--- src/rtl/random_gen_pkg.sv ---
// Shared constants for the random_gen LFSR block.
// Optional feature macro: RANDOM_GEN_LOCKUP_GUARD_EN (see random_gen.sv).
package random_gen_pkg;

    localparam int unsigned DEFAULT_WIDTH = 8;

    typedef logic [DEFAULT_WIDTH-1:0] lfsr_t;

    // Taps at bits 7, 5, 4 and 3.
    localparam lfsr_t TAP_MASK     = 8'b1011_1000;
    localparam lfsr_t DEFAULT_SEED = 8'h80;

endpackage

--- src/rtl/random_gen_lfsr_step.sv ---
// Combinational single-step Fibonacci LFSR: shift left, feed tap parity into bit 0.
module lfsr_step
    import random_gen_pkg::*;
#(
    parameter int unsigned       WIDTH = DEFAULT_WIDTH,
    parameter logic [WIDTH-1:0]  TAPS  = TAP_MASK
) (
    input  logic [WIDTH-1:0] state,
    output logic [WIDTH-1:0] next_state
);

    logic feedback;

    always_comb begin
        feedback   = ^(state & TAPS);
        next_state = {state[WIDTH-2:0], feedback};
    end

endmodule

--- src/rtl/random_gen.sv ---
// One-shot LFSR random number generator: advances once per reset on the first request.
// Build option: define RANDOM_GEN_LOCKUP_GUARD_EN to avoid the all-zero LFSR state.
module random_gen
    import random_gen_pkg::*;
#(
    parameter int unsigned      WIDTH = DEFAULT_WIDTH,
    parameter logic [WIDTH-1:0] SEED  = DEFAULT_SEED
) (
    input  logic             clk,
    input  logic             reset,
    input  logic             generate_num,
    output logic [WIDTH-1:0] rand_num,
    output logic             generated
);

    logic [WIDTH-1:0] rand_q, rand_d;
    logic             generated_q, generated_d;
    logic [WIDTH-1:0] step_out;
    logic [WIDTH-1:0] step_value;

    lfsr_step #(
        .WIDTH (WIDTH),
        .TAPS  (TAP_MASK)
    ) u_lfsr_step (
        .state      (rand_q),
        .next_state (step_out)
    );

`ifdef RANDOM_GEN_LOCKUP_GUARD_EN
    // A zero seed would lock the LFSR, so start from 1 instead.
    localparam logic [WIDTH-1:0] RESET_VALUE =
        (SEED == '0) ? {{(WIDTH-1){1'b0}}, 1'b1} : SEED;

    assign step_value = (step_out == '0) ? RESET_VALUE : step_out;
`else
    localparam logic [WIDTH-1:0] RESET_VALUE = SEED;

    assign step_value = step_out;
`endif

    always_comb begin
        rand_d      = rand_q;
        generated_d = generated_q;
        if (generate_num && !generated_q) begin
            rand_d      = step_value;
            generated_d = 1'b1;
        end
    end

    always_ff @(posedge clk or negedge reset) begin
        if (!reset) begin
            rand_q      <= RESET_VALUE;
            generated_q <= 1'b0;
        end else begin
            rand_q      <= rand_d;
            generated_q <= generated_d;
        end
    end

    assign rand_num  = rand_q;
    assign generated = generated_q;

endmodule

--- config.mk ---
export PLATFORM = sky130hd
export DESIGN_NAME = random_gen
export DESIGN_NICKNAME = d
export VERILOG_FILES = /design/src/rtl/random_gen_pkg.sv /design/src/rtl/random_gen_lfsr_step.sv /design/src/rtl/random_gen.sv
export SDC_FILE = /design/constraint.sdc
export NUM_CORES = 1
export LEC_CHECK = 0
export CORE_AREA = 4 4 41 43
export CTS_CLUSTER_DIAMETER = 150
export DETAILED_ROUTE_END_ITERATION = 10
export DIE_AREA = 0 0 45 47
export DONT_BUFFER_PORTS = 1
export PLACE_DENSITY = 0.51
export SETUP_SLACK_MARGIN = 0.3
export SLEW_MARGIN = 20
export SYNTH_ARGS = -nofsm -noshare
export SYNTH_HDL_FRONTEND = slang
export SYNTH_SLANG_ARGS = --single-unit
--- constraint.sdc ---
create_clock -name clk -period 3.4 [get_ports clk]
set_clock_uncertainty 0.1 [all_clocks]
set_input_delay 0.68 -clock clk [delete_from_list [all_inputs] [get_ports clk]]
set_output_delay 0.68 -clock clk [all_outputs]
set_load 0.005 [all_outputs]
==> flow_metrics.tcl, run 1 <==
set metrics [dict create \
    status "finished, final reports clean" \
    r2r_slack_ps 2110 \
    path_clk_slew_ps 60 \
    drt-total-wl_um 656 \
    use_met2_pct 10.5 \
    report.final.slew_viol_count 0 \
    synthDominantCellAreaShare_pct 50.3 \
    seq_area_sq_um 226 \
    min_period_ps 1610 \
    clock-sinks 9 \
    critPathCaptureType "output pin" \
    crit_required_ps 2620 \
    clkLatencyLatePin_ps 250 \
    slew_headroom_pct 75.3 \
    yosysTopAreaCell "dfrtp_1" \
    grt_pass1_vias 223 \
    n_antenna_cell 0 \
    reg2reg_from "generated$_DFFE_PN0P_" \
    timing.final.crit_share_pct 47.3 \
    antenna_found_initial 0 \
    wl_per_cell_um 15.3 \
    holdWs_ps 162 \
    synth_area_per_cell_sq_um 16.6 \
    p_per_area_nw_per_um2 452 \
    synth_edf_count 0 \
    fp.dieW_um 45 \
    met3_usage_pct 7.66 \
    grt_use_total_pct 7.65 \
    synth_flop_cell "dfrtp_1" \
    fp.dieArea_sq_um 2120 \
    synth_area_leaders "dfrtp_1, mux2_4, dfstp_2, xnor2_1, nor2b_4" \
    start_util_pct 30.6 \
    hold_class "primary input to asynchronous set/reset pin" \
    netlist_instances 24 \
    num-nets-final 32 \
    globalRouteMet1Util_pct 6.99 \
    ios 12 \
    rows 13 \
    ir_drop_v 0.000207 \
    synth_seq_cells 9 \
    yosysWarnings 0 \
    clock.fmax_mhz 622 \
    r2r_cells 2 \
    grt-busiest-layer "met2" \
    grt_pass1_wl_um 1040 \
    drive_gt1_share_pct 46.4 \
    firstDrtPassIters 1 \
    cts_buffer_depth 2 \
    dieHeight_um 47 \
    core-area_sq_um 1300 \
    r2r_end "rand_num[6]$_DFFE_PN0P_" \
    setup_violations 0 \
    cp_max_fo 3 \
    gp_congestion 0.649 \
    portBuffers 0 \
    multi_input_area_sq_um 160 \
    ant_nets 0 \
    grt_max_degree 10 \
    area_growth_pct 11.0 \
    critPathKind "flip-flop to output pin" \
    layout_setup_ws_ps 1790 \
    htree_num_levels 1 \
    worstSetupStartpointType "flip-flop" \
    syn-num-nets 27 \
    n_fill_cell 140 \
    synth_common_cells "dfrtp_1, mux2_4, xnor2_1" \
    route.vias.total 196 \
    cap_viol_max_count 0 \
    cp.arrival_ps 830 \
    syn_area_sq_um 398 \
    yosysUniqueCellTypes 9 \
    ys_async_sr_fraction_pct 100 \
    worstMarginPinSlew_ps 370 \
    fin_tns_setup_ps 0 \
    drtIter0Drc 0 \
    cts_tree "yes" \
    post-route-drc-count 0 \
    place_ws_ps 1840 \
    rsz0062_at_grt "no" \
    power.leakage_nw 0.191 \
    yosysSeqAreaShare_pct 56.9 \
    cts_buffers 3 \
    synth_most_common_cell "dfrtp_1" \
    avgViaCountPerCell 4.56 \
    cts-root-buf "clkbuf_4" \
    hold_violations 0 \
    grt.overflow.total 0 \
]
layer usage:
layer  up-vias  share of wire [%]
li1         88                  -
met1        94                 40
met2        12                 45
met3         2                 13
met4         0                1.5
met5         -                  0
placed cells by master, fill, tap and decap left out:
master	synthesis	layout
nor2b_4	1	1
xnor2_1	3	3
dfstp_2	1	1
mux2_4	7	7
nor2_1	1	1
clkbuf_4	0	3
dfrtp_1	8	8
dlygate4sd3_1	0	1
clkbuf_1	0	1
or2_2	1	1
a21oi_1	1	1
registers in the layout (all words and copies together), names as in the netlist:
signal	count
rand_num	8
generated	1
layout make-up:
class                   count  area share, %
flip-flops and latches      9           51.3
multi-input cells          14           36.3
clock buffers               4           5.95
repair buffers              1           2.27
well taps                  15           4.25
kinds of logic after synthesis:
group,after synthesis,synth area share (%)
AO/OA/AOI/OAI,1,1.26
multiplexers,7,26.4
XOR/XNOR,3,6.60
AND/OR/NAND/NOR,3,5.97
flip-flops,9,56.9
buffers and inverters,1,2.83
per-stage QoR:
stage / utilization, % / area, sq um / power [W] / std cells
after floorplan: - / 398 / 0.000119 / 24
after global placement: 31.2 / 405 / 0.000120 / 38
after detailed placement: 31.2 / 405 / 0.000120 / 38
after CTS: 33.2 / 432 / 0.000202 / 42
after global routing: 33.9 / 442 / 0.000210 / 43
final: 33.9 / 442 / 0.000199 / 43
what timing repair did:
item | CTS | global route
setup buffers | 0 | 0
hold buffers | 0 | 1
endpoints found under the hold margin | 0 | 8
resized for setup | 0 | 0
how the worst max path moves through the flow:
stage / cells after the start / slack, ps / to / startpoint
after global routing: 0 / 1770 / rand_num[7] / rand_num[7]$_DFFE_PN1P_
final: 0 / 1790 / rand_num[7] / rand_num[7]$_DFFE_PN1P_
after global placement: 2 / 1860 / rand_num[1]$_DFFE_PN0P_ / generate_num
after detailed placement: 2 / 1840 / rand_num[5]$_DFFE_PN0P_ / generate_num
after CTS: 0 / 1780 / rand_num[7] / rand_num[7]$_DFFE_PN1P_
after floorplan: 3 / 1950 / rand_num[1]$_DFFE_PN0P_ / generate_num
report_power, final:
| part | total [W] | switching (W) | internal, W |
|---|---|---|---|
| clock network | 0.0000789 | 0.0000339 | 0.0000450 |
| registers | 0.000114 | 0.00000331 | 0.000110 |
| logic | 0.00000689 | 0.00000287 | 0.00000401 |
Note: power is estimated with default switching activity, not from simulation.
==> inputs of run 2 (changes only) <==
PLACE_DENSITY = 0.53   (was 0.51)
clock period = 1.4 ns   (was 3.4 ns; I/O delays follow)
==> flow_metrics.tcl, run 2 (synthesis results as in run 1) <==
set metrics [dict create \
    hold_violations 0 \
    min_period_ps 1220 \
    path_clk_slew_ps 60 \
    rsz0062_at_grt "yes" \
    cp_max_fo 9 \
    fin_util_pct 36.2 \
    r2r_end "rand_num[2]$_DFFE_PN0P_" \
    route.vias.total 193 \
    r2r_slack_ps 180 \
    htree_num_levels 1 \
    reg2reg_from "generated$_DFFE_PN0P_" \
    num-nets-final 33 \
    worstMarginPinSlew_ps 407 \
    dp_cells 38 \
    grt.overflow.total 0 \
    cts_buffers 3 \
    wl_per_cell_um 13.9 \
    dieHeight_um 47 \
    grt_pass1_wl_um 986 \
    multi_input_area_sq_um 168 \
    report.final.slew_viol_count 0 \
    core-area_sq_um 1300 \
    cap_viol_max_count 0 \
    stdcell_count 44 \
    grt_max_degree 10 \
    power.leakage_nw 0.198 \
    ant_nets 0 \
    ir_drop_v 0.000560 \
    fp.dieW_um 45 \
    ios 12 \
    grt_use_total_pct 7.19 \
    mostFrequentLayoutCells "mux2_4, dfrtp_1, clkbuf_4" \
    clkLatencyLatePin_ps 260 \
    critPathKind "flip-flop to flip-flop" \
    cp.arrival_ps 1260 \
    rows 13 \
    clock-sinks 9 \
    area_growth_pct 18.2 \
    clock.fmax_mhz 819 \
    hp-start "generate_num" \
    critPathCaptureType "flip-flop" \
    setup_violations 0 \
    drtIter0Drc 0 \
    firstDrtPassIters 1 \
    cts_tree "yes" \
    timing.final.crit_share_pct 87.2 \
    fp.dieArea_sq_um 2120 \
    fin_tns_setup_ps 0 \
    p_per_area_nw_per_um2 1040 \
    start_util_pct 30.6 \
    holdPathEnd "generated$_DFFE_PN0P_" \
    cts-root-buf "clkbuf_4" \
    avgViaCountPerCell 4.39 \
    portBuffers 0 \
    drive_gt1_share_pct 55.2 \
    cts_buffer_depth 2 \
    status "finished, final reports clean" \
    antenna_found_initial 0 \
    n_antenna_cell 0 \
    crit_required_ps 1440 \
    drt-total-wl_um 611 \
    seq_area_sq_um 228 \
    worstSetupStartpointType "flip-flop" \
    post-route-drc-count 0 \
    largest_register_ffs 8 \
    n_fill_cell 132 \
    hold_depth 1 \
    gp_congestion 0.678 \
    slew_headroom_pct 72.8 \
    hold_class "primary input to flip-flop" \
    grt_pass1_vias 200 \
    r2r_cells 3 \
]
[run 2: power by group]
part | switching [W] | total, W | internal [W] | leakage [nW]
Combinational | 0.00000735 | 0.0000172 | 0.00000982 | 0.0707
Sequential | 0.00000817 | 0.000276 | 0.000268 | 0.112
Clock | 0.0000861 | 0.000196 | 0.000110 | 0.0150
Total | 0.000102 | 0.000489 | 0.000387 | 0.198
[run 2: worst max-delay path by stage]
stage                     startpoint                 endpoint  slack (ps)  cells after the start
3_5_place_dp   generated$_DFFE_PN0P_  rand_num[2]$_DFFE_PN0P_         110                      2
3_3_place_gp   generated$_DFFE_PN0P_  rand_num[1]$_DFFE_PN0P_         120                      2
6_report       generated$_DFFE_PN0P_  rand_num[2]$_DFFE_PN0P_         180                      3
2_1_floorplan  generated$_DFFE_PN0P_  rand_num[1]$_DFFE_PN0P_         220                      3
5_1_grt        generated$_DFFE_PN0P_  rand_num[4]$_DFFE_PN0P_         140                      3
4_1_cts        generated$_DFFE_PN0P_  rand_num[2]$_DFFE_PN0P_         170                      3
[run 2: area by class of cell]
type,count,share of cell area [%]
timing repair buffer,2,6.38
tap,15,3.99
sequential,9,48.4
multi-input combinational,14,35.6
clock buffer,4,5.59
[run 2: critical path, stage by stage, from the launching register on]
cell and delay (ps):
dfrtp_1 420, nor2b_4 150, buf_12 140, mux2_4 300
[run 2: what timing repair did]
| action | 4_1_cts | 5_1_grt |
|---|---|---|
| endpoints found under the hold margin | 9 | 0 |
| hold buffers | 1 | 0 |
| pin swaps | 1 | 3 |
| endpoints found under the setup margin | 9 | 13 |
| buffers inserted | 1 | 0 |
| gates resized for setup | 0 | 2 |
[run 2: per-stage QoR]
stage	worst slack [ps]	hold WS, ps	power (W)	area [sq um]
after CTS	174	23.3	0.000502	462
after floorplan	223	-116	0.000288	398
final	179	33.4	0.000489	470
after global routing	142	10.5	0.000526	470
after global placement	125	-115	0.000292	405
after detailed placement	110	-115	0.000291	405
[run 2: layer usage]
metal | GRT usage (%) | share of wire, % | vias to the layer above
met5 | 0 | 0 | -
met4 | 3.51 | 0 | 0
met2 | 8.47 | 39 | 11
li1 | - | - | 90
met3 | 5.75 | 11 | 0
met1 | 9.15 | 49 | 92
==> inputs of run 3 (changes only) <==
--- a/config.mk
+++ b/config.mk
@@ -11,5 +11,5 @@
 export DIE_AREA = 0 0 45 47
 export DONT_BUFFER_PORTS = 1
-export PLACE_DENSITY = 0.53
+export PLACE_DENSITY = 0.52
 export SETUP_SLACK_MARGIN = 0.3
 export SLEW_MARGIN = 20
==> constraint.sdc (replaced) <==
create_clock -name clk -period 1.4 [get_ports clk]
set_clock_uncertainty 0.1 [all_clocks]
set_input_delay 0.14 -clock clk [delete_from_list [all_inputs] [get_ports clk]]
set_output_delay 0.14 -clock clk [all_outputs]
set_load 0.005 [all_outputs]
==> flow_metrics.tcl, run 3 (synthesis results as in run 1) <==
set metrics [dict create \
    status "finished, final reports clean" \
    crit_family "flip-flops" \
    mostFrequentLayoutCells "dfrtp_1, mux2_4, clkbuf_4" \
    clkLatencyLatePin_ps 260 \
    p_comb_share_pct 3.9 \
    hold_violations 0 \
    worstMarginPinSlew_ps 406 \
    layout_setup_ws_ps 168 \
    power.clock.fraction_pct 40.5 \
    ant_nets 0 \
    power.leakage_nw 0.204 \
    multi_input_area_sq_um 168 \
    dp_cells 38 \
    timing.final.crit_share_pct 88.0 \
    cp.arrival_ps 1280 \
    cts_buffers 3 \
    clock.fmax_mhz 812 \
    n_antenna_cell 0 \
    crit_start "generated$_DFFE_PN0P_" \
    cts_buffer_depth 2 \
    fp.dieArea_sq_um 2120 \
    grt_pass1_vias 255 \
    rows 13 \
    fp.dieW_um 45 \
    grt_pass1_wl_um 1140 \
    seq_area_sq_um 226 \
    core-area_sq_um 1300 \
    p_switching_w 0.000107 \
    worstSetupStartpointType "flip-flop" \
    grt_max_degree 10 \
    p_per_area_nw_per_um2 1040 \
    ir_drop_v 0.000391 \
    cap_viol_max_count 0 \
    portBuffers 0 \
    gp_congestion 0.659 \
    critPathCaptureType "flip-flop" \
    power_frac_seq_pct 55.6 \
    dieHeight_um 47 \
    place_ws_ps 109 \
    cts_tree "yes" \
    drive_gt1_share_pct 50.0 \
    wl_per_cell_um 15.0 \
    num-nets-final 34 \
    htree_num_levels 1 \
    crit_path_top_delay_cell "dfrtp_1" \
    cts-root-buf "clkbuf_4" \
    antenna_found_initial 0 \
    drtIter0Drc 1 \
    hold_class "primary input to asynchronous set/reset pin" \
    rsz0062_at_grt "yes" \
    intPower_w 0.000389 \
    cp_max_fo 9 \
    stdcell_count 45 \
    mostFrequentLayoutCell "dfrtp_1" \
    switching_share_pct 21.5 \
    grt.overflow.total 0 \
    route.vias.total 209 \
    path_cells "nor2b_4 > buf_12 > mux2_4" \
    start_util_pct 30.6 \
    path_depth 3 \
    post-route-drc-count 0 \
    setup_violations 0 \
    r2r_end "rand_num[4]$_DFFE_PN0P_" \
    drt-total-wl_um 673 \
    min_period_ps 1230 \
    report.final.slew_viol_count 0 \
    n_fill_cell 135 \
    reg2reg_from "generated$_DFFE_PN0P_" \
    worst-path-buf-inv 1 \
    fin_tns_setup_ps 0 \
    clock-sinks 9 \
    r2r_slack_ps 170 \
    grt_use_total_pct 8.38 \
    crit_required_ps 1440 \
    path_clk_slew_ps 60 \
    firstDrtPassIters 2 \
    ios 12 \
    crit_end "rand_num[4]$_DFFE_PN0P_" \
    area_growth_pct 20.4 \
    critPathMaxStageDelay_ps 430 \
    avgViaCountPerCell 4.64 \
    slew_headroom_pct 72.8 \
    r2r_cells 3 \
    largest_register_ffs 8 \
    critPathKind "flip-flop to flip-flop" \
]
-- run 3: cell types whose count changed in the layout (fill, tap and decap cells not counted), sizes merged --
| cell | change |
|---|---|
| dlygate4sd3 | +1 |
-- run 3: what timing repair did --
item,in CTS,in global routing
buffers inserted,1,0
endpoints found under the setup margin,8,9
hold endpoints to repair,10,0
gates resized for setup,1,0
pin swaps,1,3
hold buffers,2,0
-- run 3: metrics by stage --
stage | power, W | hold WS (ps) | instance area [sq um] | utilization [%]
floorplan | 0.000288 | -256 | 398 | -
CTS | 0.000511 | 144 | 479 | 36.8
finish | 0.000496 | 140 | 479 | 36.8
global placement | 0.000291 | -255 | 405 | 31.2
detailed placement | 0.000291 | -255 | 405 | 31.2
global route | 0.000531 | 168 | 479 | 36.8
-- run 3: final cells by class --
| class | count | share of cell area, % |
|---|---|---|
| Sequential cell | 9 | 47.3 |
| Multi-Input combinational cell | 14 | 35.0 |
| Timing Repair Buffer | 3 | 8.36 |
| Clock buffer | 4 | 5.48 |
| Tap cell | 15 | 3.92 |
-- run 3: power by group through the flow --
stage / Sequential [W] / Combinational [W] / Clock (W)
floorplan: 0.000279 / 0.00000984 / 0
global placement: 0.000281 / 0.0000104 / 0
detailed placement: 0.000281 / 0.0000103 / 0
CTS: 0.000276 / 0.0000197 / 0.000215
global route: 0.000277 / 0.0000230 / 0.000231
finish: 0.000276 / 0.0000192 / 0.000201
-- run 3: per-layer routing --
metal	vias up	part of all wire, %	track usage (%)
li1	90	-	-
met2	13	42	11.3
met3	5	12	3.83
met1	101	42	8.67
met4	0	4.9	10.5
met5	-	0	0
-- run 3: how the worst min path moves through the flow --
stage                      from                 endpoint  cells past startpoint
after floorplan           reset    generated$_DFFE_PN0P_                      0
after global placement    reset  rand_num[6]$_DFFE_PN0P_                      0
after detailed placement  reset  rand_num[6]$_DFFE_PN0P_                      0
after CTS                 reset  rand_num[3]$_DFFE_PN0P_                      1
after global routing      reset  rand_num[6]$_DFFE_PN0P_                      1
final                     reset  rand_num[3]$_DFFE_PN0P_                      1
